### config.mk
export PLATFORM = sky130hd
export DESIGN_NAME = trigger_phase_capture
export DESIGN_NICKNAME = d
export VERILOG_FILES = /design/src/rtl/trigger_capture_pkg.sv /design/src/rtl/trigger_capture_fifo.sv /design/src/rtl/trigger_phase_capture.sv
export SDC_FILE = /design/constraint.sdc
export NUM_CORES = 1
export LEC_CHECK = 0
export BUFFER_PORTS_ARGS = -buffer_cell sky130_fd_sc_hd__buf_2
export CAP_MARGIN = 5
export CORE_UTILIZATION = 53
export DETAILED_ROUTE_END_ITERATION = 7
export GPL_ROUTABILITY_DRIVEN = 0
export PLACE_DENSITY = 0.76
export SLEW_MARGIN = 20
export SYNTH_ARGS = -nofsm -noshare
export SYNTH_HDL_FRONTEND = slang
export SYNTH_SLANG_ARGS = --single-unit
### constraint.sdc
create_clock -name clk -period 2.8 [get_ports clk]
set_clock_uncertainty 0.1 [all_clocks]
set_input_delay 0 -clock clk [delete_from_list [all_inputs] [get_ports clk]]
set_output_delay 0 -clock clk [all_outputs]
set_load 0.01 [all_outputs]
### src/rtl/trigger_capture_pkg.sv
// Shared types and default widths for trigger_phase_capture and its timestamp FIFO.
package trigger_capture_pkg;

  localparam int PHASE_WIDTH_DEF  = 16;
  localparam int PERIOD_WIDTH_DEF = 16;
  localparam int FIFO_DEPTH_DEF   = 4;

  typedef enum logic [1:0] {
    IDLE       = 2'd0,
    WAIT_BSYNC = 2'd1,
    RUN        = 2'd2
  } capture_state_t;

  typedef struct packed {
    logic [PERIOD_WIDTH_DEF-1:0] period;
    logic [PHASE_WIDTH_DEF-1:0]  phase;
  } ts_entry_t;

endpackage

### src/rtl/trigger_capture_fifo.sv
// First-word-fall-through FIFO with synchronous flush; a push while full is dropped.
module trigger_capture_fifo
  import trigger_capture_pkg::*;
#(
  parameter type entry_t = ts_entry_t,
  parameter int  DEPTH   = FIFO_DEPTH_DEF
) (
  input  logic   clk,
  input  logic   rstn,
  input  logic   flush_i,
  input  logic   push_i,
  input  logic   pop_i,
  input  entry_t din_i,
  output entry_t dout_o,
  output logic   full_o,
  output logic   empty_o
);

  localparam int PTR_W = $clog2(DEPTH);
  localparam int CNT_W = PTR_W + 1;

  entry_t           mem_q [DEPTH];
  logic [PTR_W-1:0] wr_ptr_q, wr_ptr_d;
  logic [PTR_W-1:0] rd_ptr_q, rd_ptr_d;
  logic [CNT_W-1:0] count_q, count_d;
  logic             do_push_s;
  logic             do_pop_s;

  assign full_o    = (count_q == CNT_W'(DEPTH));
  assign empty_o   = (count_q == '0);
  assign do_push_s = push_i && !full_o && !flush_i;
  assign do_pop_s  = pop_i && !empty_o && !flush_i;
  assign dout_o    = mem_q[rd_ptr_q];

  always_comb begin
    wr_ptr_d = wr_ptr_q;
    rd_ptr_d = rd_ptr_q;
    count_d  = count_q;
    if (flush_i) begin
      wr_ptr_d = '0;
      rd_ptr_d = '0;
      count_d  = '0;
    end else begin
      wr_ptr_d = do_push_s ? wr_ptr_q + PTR_W'(1'b1) : wr_ptr_q;
      rd_ptr_d = do_pop_s  ? rd_ptr_q + PTR_W'(1'b1) : rd_ptr_q;
      case ({do_push_s, do_pop_s})
        2'b10:   count_d = count_q + CNT_W'(1'b1);
        2'b01:   count_d = count_q - CNT_W'(1'b1);
        default: count_d = count_q;
      endcase
    end
  end

  always_ff @(posedge clk or negedge rstn) begin
    if (!rstn) begin
      wr_ptr_q <= '0;
      rd_ptr_q <= '0;
      count_q  <= '0;
      for (int i = 0; i < DEPTH; i++) begin
        mem_q[i] <= '0;
      end
    end else begin
      wr_ptr_q <= wr_ptr_d;
      rd_ptr_q <= rd_ptr_d;
      count_q  <= count_d;
      if (do_push_s) begin
        mem_q[wr_ptr_q] <= din_i;
      end
    end
  end

endmodule

### src/rtl/trigger_phase_capture.sv
// Timestamps trig_in rising edges as {period, phase} on the BSYNC grid.
// Period counter and period field exist only with TRIGGER_CAPTURE_PERIOD_EN defined.
module trigger_phase_capture
  import trigger_capture_pkg::*;
#(
  parameter int PHASE_WIDTH  = PHASE_WIDTH_DEF,
  parameter int PERIOD_WIDTH = PERIOD_WIDTH_DEF,
  parameter int FIFO_DEPTH   = FIFO_DEPTH_DEF
) (
  input  logic                    clk,
  input  logic                    rstn,
  input  logic                    enable,
  input  logic                    bsync_ready,
  input  logic                    bsync_event,
  input  logic [PHASE_WIDTH-1:0]  bsync_ratio,
  input  logic                    trig_in,
  output logic                    ts_valid,
  input  logic                    ts_ready,
  output logic [PHASE_WIDTH-1:0]  ts_phase,
  output logic [PERIOD_WIDTH-1:0] ts_period,
  input  logic                    flags_clr,
  output logic                    overflow,
  output logic                    misalign,
  output logic [1:0]              capture_state
);

`ifdef TRIGGER_CAPTURE_PERIOD_EN
  typedef struct packed {
    logic [PERIOD_WIDTH-1:0] period;
    logic [PHASE_WIDTH-1:0]  phase;
  } entry_t;
  logic [PERIOD_WIDTH-1:0] period_q, period_d;
`else
  typedef struct packed {
    logic [PHASE_WIDTH-1:0] phase;
  } entry_t;
`endif

  capture_state_t         state_q, state_d;
  logic [PHASE_WIDTH-1:0] ratio_q, ratio_d;
  logic [PHASE_WIDTH-1:0] phase_q, phase_d;
  logic                   trig_q;
  logic                   overflow_q, overflow_d;
  logic                   misalign_q, misalign_d;
  logic                   go_idle_s, in_run_s, last_phase_s, wrap_s, rise_s;
  logic                   push_s, pop_s, fifo_full_s, fifo_empty_s;
  logic                   misalign_set_s, overflow_set_s;
  entry_t                 entry_in_s, entry_out_s;

  assign go_idle_s      = !enable || !bsync_ready;
  assign in_run_s       = (state_q == RUN);
  assign last_phase_s   = (phase_q == ratio_q - PHASE_WIDTH'(1'b1));
  // An off-grid bsync_event realigns exactly like a normal wrap.
  assign wrap_s         = last_phase_s || bsync_event;
  assign rise_s         = trig_in && !trig_q;
  assign push_s         = in_run_s && rise_s;
  assign pop_s          = !fifo_empty_s && ts_ready;
  assign misalign_set_s = in_run_s && bsync_event && !last_phase_s;
  assign overflow_set_s = push_s && fifo_full_s;

  always_comb begin
    state_d = state_q;
    ratio_d = ratio_q;
    if (go_idle_s) begin
      state_d = IDLE;
    end else begin
      case (state_q)
        IDLE:       state_d = WAIT_BSYNC;
        WAIT_BSYNC: begin
          if (bsync_event) begin
            state_d = RUN;
            ratio_d = (bsync_ratio == '0) ? PHASE_WIDTH'(1'b1) : bsync_ratio;
          end else begin
            state_d = WAIT_BSYNC;
          end
        end
        RUN:        state_d = RUN;
        default:    state_d = IDLE;
      endcase
    end
  end

  always_comb begin
    phase_d = '0;
`ifdef TRIGGER_CAPTURE_PERIOD_EN
    period_d = '0;
`endif
    if (in_run_s) begin
      phase_d = wrap_s ? '0 : phase_q + PHASE_WIDTH'(1'b1);
`ifdef TRIGGER_CAPTURE_PERIOD_EN
      period_d = wrap_s ? period_q + PERIOD_WIDTH'(1'b1) : period_q;
`endif
    end else begin
      phase_d = '0;
    end
    overflow_d = overflow_set_s || (overflow_q && !flags_clr);
    misalign_d = misalign_set_s || (misalign_q && !flags_clr);
  end

  always_ff @(posedge clk or negedge rstn) begin
    if (!rstn) begin
      state_q    <= IDLE;
      ratio_q    <= PHASE_WIDTH'(1'b1);
      phase_q    <= '0;
`ifdef TRIGGER_CAPTURE_PERIOD_EN
      period_q   <= '0;
`endif
      trig_q     <= 1'b0;
      overflow_q <= 1'b0;
      misalign_q <= 1'b0;
    end else begin
      state_q    <= state_d;
      ratio_q    <= ratio_d;
      phase_q    <= phase_d;
`ifdef TRIGGER_CAPTURE_PERIOD_EN
      period_q   <= period_d;
`endif
      trig_q     <= trig_in;
      overflow_q <= overflow_d;
      misalign_q <= misalign_d;
    end
  end

  always_comb begin
    entry_in_s       = '0;
    entry_in_s.phase = phase_q;
`ifdef TRIGGER_CAPTURE_PERIOD_EN
    entry_in_s.period = period_q;
`endif
  end

  trigger_capture_fifo #(
    .entry_t (entry_t),
    .DEPTH   (FIFO_DEPTH)
  ) u_fifo (
    .clk     (clk),
    .rstn    (rstn),
    .flush_i (go_idle_s),
    .push_i  (push_s),
    .pop_i   (pop_s),
    .din_i   (entry_in_s),
    .dout_o  (entry_out_s),
    .full_o  (fifo_full_s),
    .empty_o (fifo_empty_s)
  );

  assign ts_valid      = !fifo_empty_s;
  assign ts_phase      = entry_out_s.phase;
`ifdef TRIGGER_CAPTURE_PERIOD_EN
  assign ts_period     = entry_out_s.period;
`else
  assign ts_period     = '0;
`endif
  assign overflow      = overflow_q;
  assign misalign      = misalign_q;
  assign capture_state = state_q;

endmodule
==> out/qor.txt <==
Status - finished, final reports clean
Nets - 536
Vias - 3630
Asr flop ratio synth - 1.000
Flops & latches, synth - 108
Crit Path Max Fanout - 16
Ys flop type - dfrtp_1
Core Area - 10320 sq um
Io pins - 61
Slowest CP cell - dfstp_2
# setup viols final - 0
Fmax - 378.1 MHz
Final WS setup - 0.1553 ns
Final instance area - 6337 sq um
Max-slew violations - 0
Vias in the first global route - 3764
Fillers - 805
Largest net degree at the start of global routing - 59
Syn Area/Cell - 12.48 sq um
Data arrival time of the worst path - 2.78 ns
Max Cap Viol - 0
Row Count - 37
Mapped cell area - 5630 sq um
Via density - 5.628
Layout cells sized above 1 - 0.2515
CTS tree - built
Fraction of the mapped netlist area in simple logic gates - 0.1364
Rel. slew slack - 0.4426
CP Capture Type - flip-flop
Antenna-violating nets left - 0
DRC violations left - 0
Drt total wl - 10990 um
Buffer and inverter count on the worst path - 2
Utilization after layout - 0.6139
Global-route wire length before repair - 18840 um
Post-synth EDFFs - 0
Crit path time final - 2.645 ns
Dpl ws - 0.1693 ns
Port Buf Inserts - 44
CTS Sinks - 108
Die Wd - 105.1 um
Wire per inst - 17.04 um
Initial core utilization - 0.5454
Leak - 0.002930 uW
Power Dens Cells - 489.5 nW/um^2
DRT iter0 DRCs - 171
Post-synthesis mux area share - 0.2287
Final Hold Viols - 0
Clock slew at reported path FFs - 0.10 ns
Die area - 11040 sq um
Worst hold path type - in -> reg
Diodes inserted - 0
Total clock buffers created by CTS - 9
Post-CTS Setup Repair Bufs - 0
Cell Chain, Critical Path - inv_1, ha_1, or3b_1, nor4_4, nor4b_1, o31ai_2, nor4_4, buf_12, nor3_1
Synth cell types - 59
Register area share after synthesis - 0.4802
Total track usage - 0.2174
Clock latency on the worst-skew pair - 0.36 ns
Crit-path max cell delay - 0.59 ns
Setup TNS - 0 ns
Compound-Gate Fraction of Synth Area - 0.03644
Synth Area in Adders - 0.01689
Total gr overflow - 0
Detailed Routing Iterations Pass 1 - 5
Main combinational cell family by area after synthesis - multiplexers
Placed inst area - 5937 sq um
Synthesis-to-layout area growth - 12.56%
Startpoint types - flip-flop
Warning count from the yosys run - 0
Crit path kind - reg -> reg
H-tree levels - 3
Crit path top cell by count - nor4_4
Initial antenna violation count - 0
Final HPWL DP - 7492 um
Max Buffers Root-to-Sink - 2
Post-Synthesis Cells - 451
Worst EP required - 2.94 ns
Root buffer cell - clkbuf_8
Fin crit share - 0.9445
Die H - 105.1 um
R2R setup slack - 0.16 ns
Worst vdd ir - 208.8 uV
Post-Synth XOR/XNOR Area - 0.05133
Worst-Margin Slew - 0.8360 ns
Crit-path leading delay family - simple AND/OR/NAND/NOR gates
-- kinds of logic after synthesis --
family,count (synthesis)
xor+xnor,33
buf+inv,55
mux,99
compound gates,23
fa+ha+maj,7
flops,108
other cells,1
simple gates,125
-- per-layer routing --
metal / vias to the layer above / track usage / part of all wire / wire length [um]
li1: 1677 / - / - / -
met1: 1849 / 0.2891 / 0.45 / 4916
met2: 78 / 0.3623 / 0.50 / 5493
met3: 26 / 0.02682 / 0.027 / 301
met4: 0 / 0.09054 / 0.025 / 279
met5: - / 0 / 0 / 0
-- per-stage QoR --
| step | instances | hold WS (ns) | power [uW] |
|---|---|---|---|
| finish | 645 | 0.04723 | 3102 |
| global route | 645 | 0.07850 | 3242 |
| CTS | 645 | 0.04554 | 3111 |
| detailed placement | 609 | 0.01515 | 2195 |
| global placement | 609 | 0.003163 | 2181 |
| floorplan | 466 | -0.3956 | 2070 |
-- final timing paths --
check	from	endpoint	depth (start not counted)
worst min-delay path	enable	u_fifo.rd_ptr_q[1]	3
worst min register to register	u_fifo.mem_q[16]	u_fifo.mem_q[16]	1
worst max register to register	ratio_q[0]	entry_in_s[4]	9
max in group asynchronous	rstn	ratio_q[0]	3
worst max-delay path	ratio_q[0]	entry_in_s[4]	9
min in group asynchronous	rstn	u_fifo.mem_q[41]	2
-- registers in the layout (all words and copies together) (netlist names), 2 cells and up --
register / flops
capture_state: 2
u_fifo.rd_ptr_q: 2
u_fifo.mem_q: 64
ratio_q: 16
entry_in_s: 16
u_fifo.count_q: 3
u_fifo.wr_ptr_q: 2
-- cells in the final DEF (no fill, tap or decap), types with 9 or more instances in the layout --
cell / count
buf_2: 43
nor3_1: 10
xnor2_1: 18
mux2_1: 64
mux2_2: 13
mux4_2: 16
dlygate4sd3_1: 21
nor3_2: 11
clkbuf_8: 9
dfrtp_1: 107
conb_1: 16
nor2_1: 22
nand2_1: 25
nand3_1: 12
xor2_1: 15
buf_4: 9
-- cell usage after synthesis, types with 8 or more instances --
library cell  count  area share
nand3_1          12       0.011
xnor2_1          18       0.028
clkbuf_1         28       0.019
mux2_1           64        0.13
dfrtp_1         107        0.48
buf_4            17       0.023
nor2_1           22       0.015
xor2_1           15       0.023
inv_1             8      0.0053
nor3_2           10       0.018
nand2_1          25       0.017
nor3_1           11      0.0098
mux2_2           13       0.026
mux4_2           16       0.064
-- area by class of cell --
class,count,area [sq um],area share
clock buffer,9,123.9,0.01955
sequential,108,2704,0.4267
clock inverter,6,61.31,0.009674
tap,136,170.2,0.02685
multi-input combinational,303,2715,0.4284
timing repair buffer,75,533.0,0.08411
inverter,8,30.03,0.004738
-- worst register-to-register path: stages (launching register included) --
cell,delay [ns]
dfstp_2,0.59
inv_1,0.05
ha_1,0.22
or3b_1,0.34
nor4_4,0.08
nor4b_1,0.41
o31ai_2,0.16
nor4_4,0.29
buf_12,0.20
nor3_1,0.08
-- what timing repair did --
| item | CTS | global route |
|---|---|---|
| hold buffers | 21 | 0 |
| resized for setup | 0 | 2 |
| hold endpoints to repair | 82 | 0 |
| endpoints found under the setup margin | 0 | 16 |
-- report_power, final --
group,internal [uW],switching [uW]
Clock,339,560
Combinational,225,252
Sequential,1620,101
(Power assumes the default switching activity.)
